[config.mk]
export PLATFORM = sky130hd
export DESIGN_NAME = axi4_lite_arbiter
export DESIGN_NICKNAME = d
export VERILOG_FILES = /design/src/rtl/axi4_lite_arbiter_pkg.sv /design/src/rtl/axi4_lite_rr_pick.sv /design/src/rtl/axi4_lite_arbiter.sv
export SDC_FILE = /design/constraint.sdc
export NUM_CORES = 1
export LEC_CHECK = 0
export BUFFER_PORTS_ARGS = -buffer_cell sky130_fd_sc_hd__buf_2
export CORE_AREA = 2 2 173 175
export DETAILED_ROUTE_END_ITERATION = 10
export DIE_AREA = 0 0 175 177
export GPL_ROUTABILITY_DRIVEN = 0
export GPL_TIMING_DRIVEN = 0
export PLACE_DENSITY_LB_ADDON = 0.05
export SETUP_SLACK_MARGIN = 0.4
export SKIP_LAST_GASP = 1
export SYNTH_ARGS = -nofsm -noshare
export SYNTH_HDL_FRONTEND = slang
export SYNTH_SLANG_ARGS = --single-unit
export TNS_END_PERCENT = 100
[constraint.sdc]
create_clock -name ACLK -period 1.3 [get_ports ACLK]
set_input_delay 0.26 -clock ACLK [delete_from_list [all_inputs] [get_ports ACLK]]
set_output_delay 0.26 -clock ACLK [all_outputs]
set_load 0.05 [all_outputs]
[src/rtl/axi4_lite_arbiter_pkg.sv]
// Shared definitions for the 2-master AXI4-Lite arbiter: FSM encoding and response codes.
package axi4_lite_arbiter_pkg;

    typedef enum logic [1:0] {
        ST_IDLE  = 2'b00,
        ST_WRITE = 2'b01,
        ST_READ  = 2'b10
    } arb_state_e;

    localparam logic [1:0] RESP_OKAY = 2'b00;

endpackage

[src/rtl/axi4_lite_rr_pick.sv]
// Two-requester selector: round-robin with a registered pointer, or fixed priority to requester 0.
module axi4_lite_rr_pick #(
    parameter int FIXED_PRIO = 0
) (
    input  logic       clk_i,
    input  logic       rst_ni,
    input  logic [1:0] req_i,
    input  logic       take_i,
    output logic [1:0] gnt_o
);

    // prio_q = 1 means requester 1 wins the next tie (requester 0 was granted last)
    logic prio_q;
    logic prio_d;

    always_comb begin
        gnt_o = 2'b00;
        if (FIXED_PRIO != 0) begin
            if (req_i[0])      gnt_o = 2'b01;
            else if (req_i[1]) gnt_o = 2'b10;
        end else if (req_i == 2'b11) begin
            gnt_o = prio_q ? 2'b10 : 2'b01;
        end else begin
            gnt_o = req_i;
        end
    end

    assign prio_d = take_i ? gnt_o[0] : prio_q;

    always_ff @(posedge clk_i or negedge rst_ni) begin
        if (!rst_ni) prio_q <= 1'b0;
        else         prio_q <= prio_d;
    end

endmodule

[src/rtl/axi4_lite_arbiter.sv]
// 2-master -> 1-slave AXI4-Lite arbiter (M0 = data, M1 = instruction fetch).
// One whole transaction is granted at a time; the slave never sees overlap.
module axi4_lite_arbiter
    import axi4_lite_arbiter_pkg::*;
#(
    parameter int DATA_W     = 32,
    parameter int ADDR_W     = 32,
    parameter int FIXED_PRIO = 0
) (
    input  logic                ACLK,
    input  logic                ARESTn,
    // master 0
    input  logic                M0_AW_VALID,
    input  logic [ADDR_W-1:0]   M0_AW_ADDR,
    output logic                M0_AW_READY,
    input  logic                M0_W_VALID,
    input  logic [DATA_W-1:0]   M0_W_DATA,
    input  logic [DATA_W/8-1:0] M0_W_STRB,
    output logic                M0_W_READY,
    output logic                M0_B_VALID,
    output logic [1:0]          M0_B_RESP,
    input  logic                M0_B_READY,
    input  logic                M0_AR_VALID,
    input  logic [ADDR_W-1:0]   M0_AR_ADDR,
    output logic                M0_AR_READY,
    output logic                M0_R_VALID,
    output logic [DATA_W-1:0]   M0_R_DATA,
    output logic [1:0]          M0_R_RESP,
    input  logic                M0_R_READY,
    // master 1
    input  logic                M1_AW_VALID,
    input  logic [ADDR_W-1:0]   M1_AW_ADDR,
    output logic                M1_AW_READY,
    input  logic                M1_W_VALID,
    input  logic [DATA_W-1:0]   M1_W_DATA,
    input  logic [DATA_W/8-1:0] M1_W_STRB,
    output logic                M1_W_READY,
    output logic                M1_B_VALID,
    output logic [1:0]          M1_B_RESP,
    input  logic                M1_B_READY,
    input  logic                M1_AR_VALID,
    input  logic [ADDR_W-1:0]   M1_AR_ADDR,
    output logic                M1_AR_READY,
    output logic                M1_R_VALID,
    output logic [DATA_W-1:0]   M1_R_DATA,
    output logic [1:0]          M1_R_RESP,
    input  logic                M1_R_READY,
    // slave
    output logic                S_AW_VALID,
    output logic [ADDR_W-1:0]   S_AW_ADDR,
    input  logic                S_AW_READY,
    output logic                S_W_VALID,
    output logic [DATA_W-1:0]   S_W_DATA,
    output logic [DATA_W/8-1:0] S_W_STRB,
    input  logic                S_W_READY,
    input  logic                S_B_VALID,
    input  logic [1:0]          S_B_RESP,
    output logic                S_B_READY,
    output logic                S_AR_VALID,
    output logic [ADDR_W-1:0]   S_AR_ADDR,
    input  logic                S_AR_READY,
    input  logic                S_R_VALID,
    input  logic [DATA_W-1:0]   S_R_DATA,
    input  logic [1:0]          S_R_RESP,
    output logic                S_R_READY,
    output logic [1:0]          GRANT
);

    localparam int STRB_W = DATA_W / 8;

    arb_state_e state_q;
    logic [1:0] grant_q;
    logic       aw_done_q;
    logic       w_done_q;
    logic       ar_done_q;

    logic [1:0] wr_req;
    logic [1:0] rd_req;
    logic [1:0] req;
    logic [1:0] pick;
    logic       take;

    assign wr_req = {M1_AW_VALID | M1_W_VALID, M0_AW_VALID | M0_W_VALID};
    assign rd_req = {M1_AR_VALID, M0_AR_VALID};
    assign req    = wr_req | rd_req;
    assign take   = (state_q == ST_IDLE) && (|req);

    axi4_lite_rr_pick #(
        .FIXED_PRIO (FIXED_PRIO)
    ) u_pick (
        .clk_i  (ACLK),
        .rst_ni (ARESTn),
        .req_i  (req),
        .take_i (take),
        .gnt_o  (pick)
    );

    logic g0;
    logic g1;
    logic wr_act;
    logic rd_act;

    assign g0     = grant_q[0];
    assign g1     = grant_q[1];
    assign wr_act = (state_q == ST_WRITE);
    assign rd_act = (state_q == ST_READ);

    // Request-side mux: grant bits mask each master, so payload is zero when idle
    logic m_aw_valid;
    logic m_w_valid;
    logic m_ar_valid;
    logic m_b_ready;
    logic m_r_ready;

    assign m_aw_valid = (g0 & M0_AW_VALID) | (g1 & M1_AW_VALID);
    assign m_w_valid  = (g0 & M0_W_VALID)  | (g1 & M1_W_VALID);
    assign m_ar_valid = (g0 & M0_AR_VALID) | (g1 & M1_AR_VALID);
    assign m_b_ready  = (g0 & M0_B_READY)  | (g1 & M1_B_READY);
    assign m_r_ready  = (g0 & M0_R_READY)  | (g1 & M1_R_READY);

    assign S_AW_ADDR = ({ADDR_W{g0}} & M0_AW_ADDR) | ({ADDR_W{g1}} & M1_AW_ADDR);
    assign S_W_DATA  = ({DATA_W{g0}} & M0_W_DATA)  | ({DATA_W{g1}} & M1_W_DATA);
    assign S_W_STRB  = ({STRB_W{g0}} & M0_W_STRB)  | ({STRB_W{g1}} & M1_W_STRB);
    assign S_AR_ADDR = ({ADDR_W{g0}} & M0_AR_ADDR) | ({ADDR_W{g1}} & M1_AR_ADDR);

    logic aw_open;
    logic w_open;
    logic ar_open;

    assign aw_open = wr_act & ~aw_done_q;
    assign w_open  = wr_act & ~w_done_q;
    assign ar_open = rd_act & ~ar_done_q;

    assign S_AW_VALID = aw_open & m_aw_valid;
    assign S_W_VALID  = w_open  & m_w_valid;
    assign S_AR_VALID = ar_open & m_ar_valid;
    assign S_B_READY  = wr_act  & m_b_ready;
    assign S_R_READY  = rd_act  & m_r_ready;

    assign M0_AW_READY = g0 & aw_open & S_AW_READY;
    assign M1_AW_READY = g1 & aw_open & S_AW_READY;
    assign M0_W_READY  = g0 & w_open  & S_W_READY;
    assign M1_W_READY  = g1 & w_open  & S_W_READY;
    assign M0_AR_READY = g0 & ar_open & S_AR_READY;
    assign M1_AR_READY = g1 & ar_open & S_AR_READY;

    // Responses pass straight through to the owner; RESP is never rewritten
    assign M0_B_VALID = g0 & wr_act & S_B_VALID;
    assign M1_B_VALID = g1 & wr_act & S_B_VALID;
    assign M0_B_RESP  = (g0 & wr_act) ? S_B_RESP : RESP_OKAY;
    assign M1_B_RESP  = (g1 & wr_act) ? S_B_RESP : RESP_OKAY;
    assign M0_R_VALID = g0 & rd_act & S_R_VALID;
    assign M1_R_VALID = g1 & rd_act & S_R_VALID;
    assign M0_R_DATA  = {DATA_W{g0 & rd_act}} & S_R_DATA;
    assign M1_R_DATA  = {DATA_W{g1 & rd_act}} & S_R_DATA;
    assign M0_R_RESP  = (g0 & rd_act) ? S_R_RESP : RESP_OKAY;
    assign M1_R_RESP  = (g1 & rd_act) ? S_R_RESP : RESP_OKAY;

    logic aw_hs;
    logic w_hs;
    logic ar_hs;
    logic b_hs;
    logic r_hs;

    assign aw_hs = S_AW_VALID & S_AW_READY;
    assign w_hs  = S_W_VALID  & S_W_READY;
    assign ar_hs = S_AR_VALID & S_AR_READY;
    assign b_hs  = S_B_VALID  & S_B_READY;
    assign r_hs  = S_R_VALID  & S_R_READY;

    always_ff @(posedge ACLK or negedge ARESTn) begin
        if (!ARESTn) begin
            state_q   <= ST_IDLE;
            grant_q   <= 2'b00;
            aw_done_q <= 1'b0;
            w_done_q  <= 1'b0;
            ar_done_q <= 1'b0;
        end else begin
            case (state_q)
                ST_IDLE: begin
                    if (|req) begin
                        grant_q <= pick;
                        state_q <= (|(wr_req & pick)) ? ST_WRITE : ST_READ;
                    end
                end
                ST_WRITE: begin
                    if (aw_hs) aw_done_q <= 1'b1;
                    if (w_hs)  w_done_q  <= 1'b1;
                    if (b_hs) begin
                        state_q   <= ST_IDLE;
                        grant_q   <= 2'b00;
                        aw_done_q <= 1'b0;
                        w_done_q  <= 1'b0;
                    end
                end
                ST_READ: begin
                    if (ar_hs) ar_done_q <= 1'b1;
                    if (r_hs) begin
                        state_q   <= ST_IDLE;
                        grant_q   <= 2'b00;
                        ar_done_q <= 1'b0;
                    end
                end
                default: begin
                    state_q <= ST_IDLE;
                    grant_q <= 2'b00;
                end
            endcase
        end
    end

    assign GRANT = grant_q;

endmodule
### After elaboration in Yosys (flattened, before gate mapping)

Index checks and enable logic that the tools add are counted.
W data, S select, Z words.

| cells by class | value |
|---|---|
| $add $sub $neg | 0 |
| multipliers | 0 |
| div/mod/pow operators | 0 |
| order comparisons | 0 |
| eq/ne operators | 6 |
| shift-type cells | 0 |
| multiplexer cells | 19 |
| bitwise gates (word level) | 69 |
| reduce and logical (&&, ||, !) cells | 11 |

Operators by type and width:

| cell | number |
|---|---|
| $and A32 B32 Y32 | 8 |
| $or A32 B32 Y32 | 3 |
| $and A1 B1 Y1 | 43 |
| $mux W2 | 11 |
| $pmux W2 S3 | 2 |
| $and A4 B4 Y4 | 2 |
| $or A1 B1 Y1 | 7 |
| $mux W1 | 6 |
| $ne A2 B1 Y1 const B | 3 |
| $reduce_and A2 Y1 | 3 |
| $reduce_bool A2 Y1 | 3 |
| $eq A2 B2 Y1 const B | 2 |
| $or A4 B4 Y4 | 1 |
| $reduce_or A2 Y1 | 2 |
| $not A1 Y1 | 3 |
| $reduce_and A3 Y1 | 1 |
| $and A2 B2 Y2 | 1 |
| $eq A2 B1 Y1 const B | 1 |
| $logic_not A2 Y1 | 1 |
| $or A2 B2 Y2 | 1 |
| $logic_and A1 B1 Y1 | 1 |

| word-level totals | value |
|---|---|
| flip-flop bits (word level) | 8 |
| latch bits | 0 |
| RAM bits | 0 |
| ROM bits | 0 |
| logic and storage cells | 111 |
| memories | 0 |

### Depth between registers and ports, before layout

| logic depth | value |
|---|---|
| depth after elaboration | 9 |
| depth in mapped cells | 6 |
| gate-level depth less buffers | 4 |

### Modules after synthesis

From an unflattened synthesis, not the netlist that was laid out.

| unflattened totals | value |
|---|---|
| cell total of the unflattened synthesis | 266 |
| area, all modules | 2085.8 um^2 |

Modules (own cells, without submodules):

| module | instances | cells each | area each (um^2) | sequential area each (um^2) |
|---|---|---|---|---|
| axi4_lite_arbiter | 1 | 261 | 2023.2 | 175.2 |
| axi4_lite_rr_pick | 1 | 5 | 62.6 | 25.0 |

### Least setup slack after synthesis

OpenSTA, ideal clock, no wires.

| path | value |
|---|---|
| path kind | register to output |
| start | register grant_q[0] (netlist: GRANT[0]) |
| end | output port S_AR_VALID |
| arrival time | 2.003 ns |
| required time | 1.040 ns |
| slack | -0.963 ns |
| stages on the path, launching flop included | 6 |
| path buffers | 2 |
| path through | dfrtp_1 -> buf_2 -> and3b_2 -> buf_2 -> a22o_1 -> nor2b_1 |

| between the ends | value |
|---|---|
| word-level cells in the longest chain between the ends | 3 |

RTL lines:

| element | RTL line | text |
|---|---|---|
| from (decl) | axi4_lite_arbiter.sv:72 | `logic [1:0] grant_q;` |
| from (signal assigned) | axi4_lite_arbiter.sv:182 | `grant_q <= pick;` |
| $and A1 B1 Y1 | axi4_lite_arbiter.sv:117 | `assign m_ar_valid = (g0 & M0_AR_VALID) \| (g1 & M1_AR_VALID);` |
| $or A1 B1 Y1 | axi4_lite_arbiter.sv:117 |  |
| $and A1 B1 Y1 | axi4_lite_arbiter.sv:136 | `assign S_AR_VALID = ar_open & m_ar_valid;` |
| to (decl) | axi4_lite_arbiter.sv:59 | `output logic S_AR_VALID,` |

Every way passes these cells.

### Worst setup path in the final report

Ends and elaborated chain as after synthesis.

==> flow_metrics.py <==
metrics = {
    "yosys": {
        "syn_area_per_cell_um2": 7.55,
        "synthCells": 272,
        "post-synth-top-area-cell": "a22o_1",
        "synthAdderAreaFrac_pct": 0,
        "synthesis.area_um2": 2050,
        "synthMuxAreaShare_pct": 0,
        "synth_xor_xnor_area_share_pct": 0,
        "synth_nets": 525,
        "synth-simple-area-share_pct": 35.1,
        "synth_seq_cells": 8,
        "synth_top_family_by_area": "compound AO/OA/AOI/OAI gates",
        "synth.distinct_cells": 25,
        "yosysTopAreaCellShare_pct": 43.9,
        "ys_seq_area_share_pct": 9.74,
        "synth_area_leaders": "a22o_1 (44%), and2_1 (23%), dfrtp_1 (9.7%)",
        "yosys_warnings": 0,
        "synth_compound_area_share_pct": 48.5,
    },
    "timing": {
        "slew_headroom_pct": 70.1,
        "grt_setup_unrepaired": "yes",
        "fin_skew_ns": 0.000584,
        "setup_viol": 194,
        "worst_slew_pin_slew_ns": 0.445,
        "tns_ns": -99.43,
        "timing.fmax_mhz": 534,
        "slew_viol_final": 0,
        "hold_violations": 0,
        "period_share_pct": 144,
        "fin_crit_ns": 1.87,
        "worst_slack_ns": -0.572,
    },
    "placement": {
        "dp_hpwl_mm": 16.5,
        "place.port_buffers": 441,
        "dp.cells": 1103,
    },
    "floorplan": {
        "fp-row-count": 63,
        "start_util_pct": 7.03,
        "die_h_um": 177,
        "die_x_um": 175,
        "ios": 442,
        "core_um2": 29200,
        "dieArea_um2": 31000,
    },
    "clock_network": {
        "clockRootBuffer": "clkbuf_16",
        "cts_max_path_buffers": 2,
        "cts.sinks": 8,
        "clkTransAtPathRegs_ns": 0.04,
        "h-tree-depth": 1,
        "clock_latency_ns": 0.24,
        "tritoncts": "done",
        "numCtsBuffers": 3,
    },
    "finish": {
        "final_nets": 981,
        "areaGrowthSynthToFinish_pct": 235,
        "drive_above_1_share_pct": 93.7,
        "final_cells": 1118,
    },
    "grt": {
        "grt_use_met1_pct": 10.7,
        "grt_usage_pct": 10.9,
        "grt_max_degree": 11,
        "grt_busiest_layer": "met2",
        "antenna_found_initial": 4,
        "met3_usage_pct": 2.94,
        "first_global_vias": 4306,
        "grt_use_met2_pct": 22.9,
        "overflow": 0,
        "grt_first_pass_wirelength_mm": 25.8,
    },
    "power": {
        "p_leak_nw": 3.74,
        "power.internal_w": 0.00610,
        "p_clk_share_pct": 3.6,
        "p_seq_share_pct": 3.5,
        "netSwitchingFraction_pct": 59.4,
        "powerDensity_nw_per_um2": 2180,
        "peakVddDrop_uv": 1300,
        "power_frac_comb_pct": 92.9,
        "p_sw_w": 0.00891,
    },
    "job": {
        "cap_violations": 0,
    },
    "critical_path": {
        "crit_chain": "buf_6, and3b_2, buf_8, a22o_1, nor2b_4, buf_8",
        "start_kind": "register",
        "worstPathRequired_ns": 1.04,
        "arrival_ns": 1.61,
        "timing.critical_path.mode_cell": "buf_8",
        "crit_slowest_cell": "dfrtp_2",
        "cpPeakStageDelay_ns": 0.40,
        "path_class": "register to primary output",
        "worst_setup_path_end_kind": "primary output",
        "worst-path-max-fanout": 10,
    },
    "route": {
        "wire_per_inst_um": 16.9,
        "drt_iter0_drc": 78,
        "via_count": 4119,
        "drt_wl_total_mm": 18.9,
        "drc": 0,
        "drt_first_pass_iters": 4,
        "viasPerCell": 3.68,
        "ant_nets": 0,
    },
    "worst_hold_path": {
        "hold_path_class": "input port to register",
    },
    "status": {
        "status": "finished with violations",
        "violations": "negative setup slack",
    },
}
[repair_timing]
item                                    in CTS  in global routing
pin swaps                                    1                  3
gates cloned                                 0                  0
hold buffers                                 1                  0
hold endpoints to repair                     8                  0
resized for setup                          191                 60
endpoints found under the setup margin     197                197
buffers inserted                             4                  5
[metrics by stage]
step	hold WS [ns]	util, %	setup slack, ns	total power (W)	instance area, µm²
global route	0.327	23.5	-0.620	0.0157	6880
global placement	0.140	20.4	-0.597	0.0135	5960
floorplan	-0.0356	-	-0.354	0.0107	3270
detailed placement	0.143	20.4	-0.619	0.0134	5960
finish	0.302	23.5	-0.572	0.0150	6890
CTS	0.295	22.7	-0.600	0.0150	6630
[layout make-up]
cell class,count,area [µm²]
antenna,2,5.00
buffer,32,404
clock buffer,3,75.1
fill,3203,22400
multi-input combinational,232,2770
sequential,8,204
tap,390,488
timing repair buffer,451,2940
[synth_stat cells, drive strengths merged]
cell and instances:
nor2 9, or3 1, and2 76, o22ai 1
a211o 1, a21oi 5, nand3b 1, o21ai 3
a22o 103, nand2b 4, dfrtp 8, o2bb2ai 1
and3 1, nor2b 4, buf 18, nor3 2
clkbuf 14, and3b 10, nand3 2, a22oi 3
nor3b 2, nand2 2, a21o 1
[placed cells by master, fill, tap and decap left out, drive strengths merged]
master,count
and3b,10
or3,1
dfrtp,8
buf,468
clkbuf,17
nor2,9
a211o,1
o2bb2ai,1
a22o,103
nand2b,4
nand3,2
and2,76
a22oi,3
o22ai,1
nor3b,2
dlygate4sd3,1
a21oi,5
nand3b,1
a21o,1
nor3,2
nand2,2
diode,2
nor2b,4
o21ai,3
and3,1
[kinds of logic (layout without fill, tap and decap cells)]
group                  count (synthesis)  after routing
AND/OR/NAND/NOR                      114            114
flip-flops                             8              8
buffers and inverters                 32            486
other                                  0              2
AO/OA/AOI/OAI                        118            118
[layer usage]
metal	vias up	routed length [µm]
met5	-	38
met4	6	138
met2	253	11100
met1	1889	6040
met3	15	1560
li1	1956	-
[final timing paths]
check | from | slack, ns | to | cells past startpoint
min reg2reg | state_q[1] | 0.54 | state_q[0] | 1
max | GRANT[0] | -0.57 | S_AR_VALID | 6
min in group asynchronous | ARESTn | 0.42 | GRANT[1] | 2
max reg2reg | state_q[0] | -0.42 | GRANT[0] | 4
min | S_W_READY | 0.30 | w_done_q | 3
max in group asynchronous | ARESTn | 0.67 | state_q[0] | 2
[sequential cells by signal (all words and copies together), names as in the netlist]
name / count
GRANT: 2
state_q: 2
ar_done_q: 1
aw_done_q: 1
u_pick.prio_q: 1
w_done_q: 1
[worst max-delay path: cells and delay by family (launching register included)]
kind	cells	cell delay [ns]
simple gates	2	0.33
flops	1	0.40
buf+inv	3	0.44
compound gates	1	0.20
[power groups by stage]
stage                     logic [W]  registers, W  clock network (W)
after floorplan              0.0101      0.000590                  0
final                        0.0139      0.000532           0.000536
after global routing         0.0146      0.000555           0.000574
after detailed placement     0.0129      0.000531                  0
after global placement       0.0129      0.000523                  0
after CTS                    0.0140      0.000531           0.000556
(Power assumes the default switching activity.)
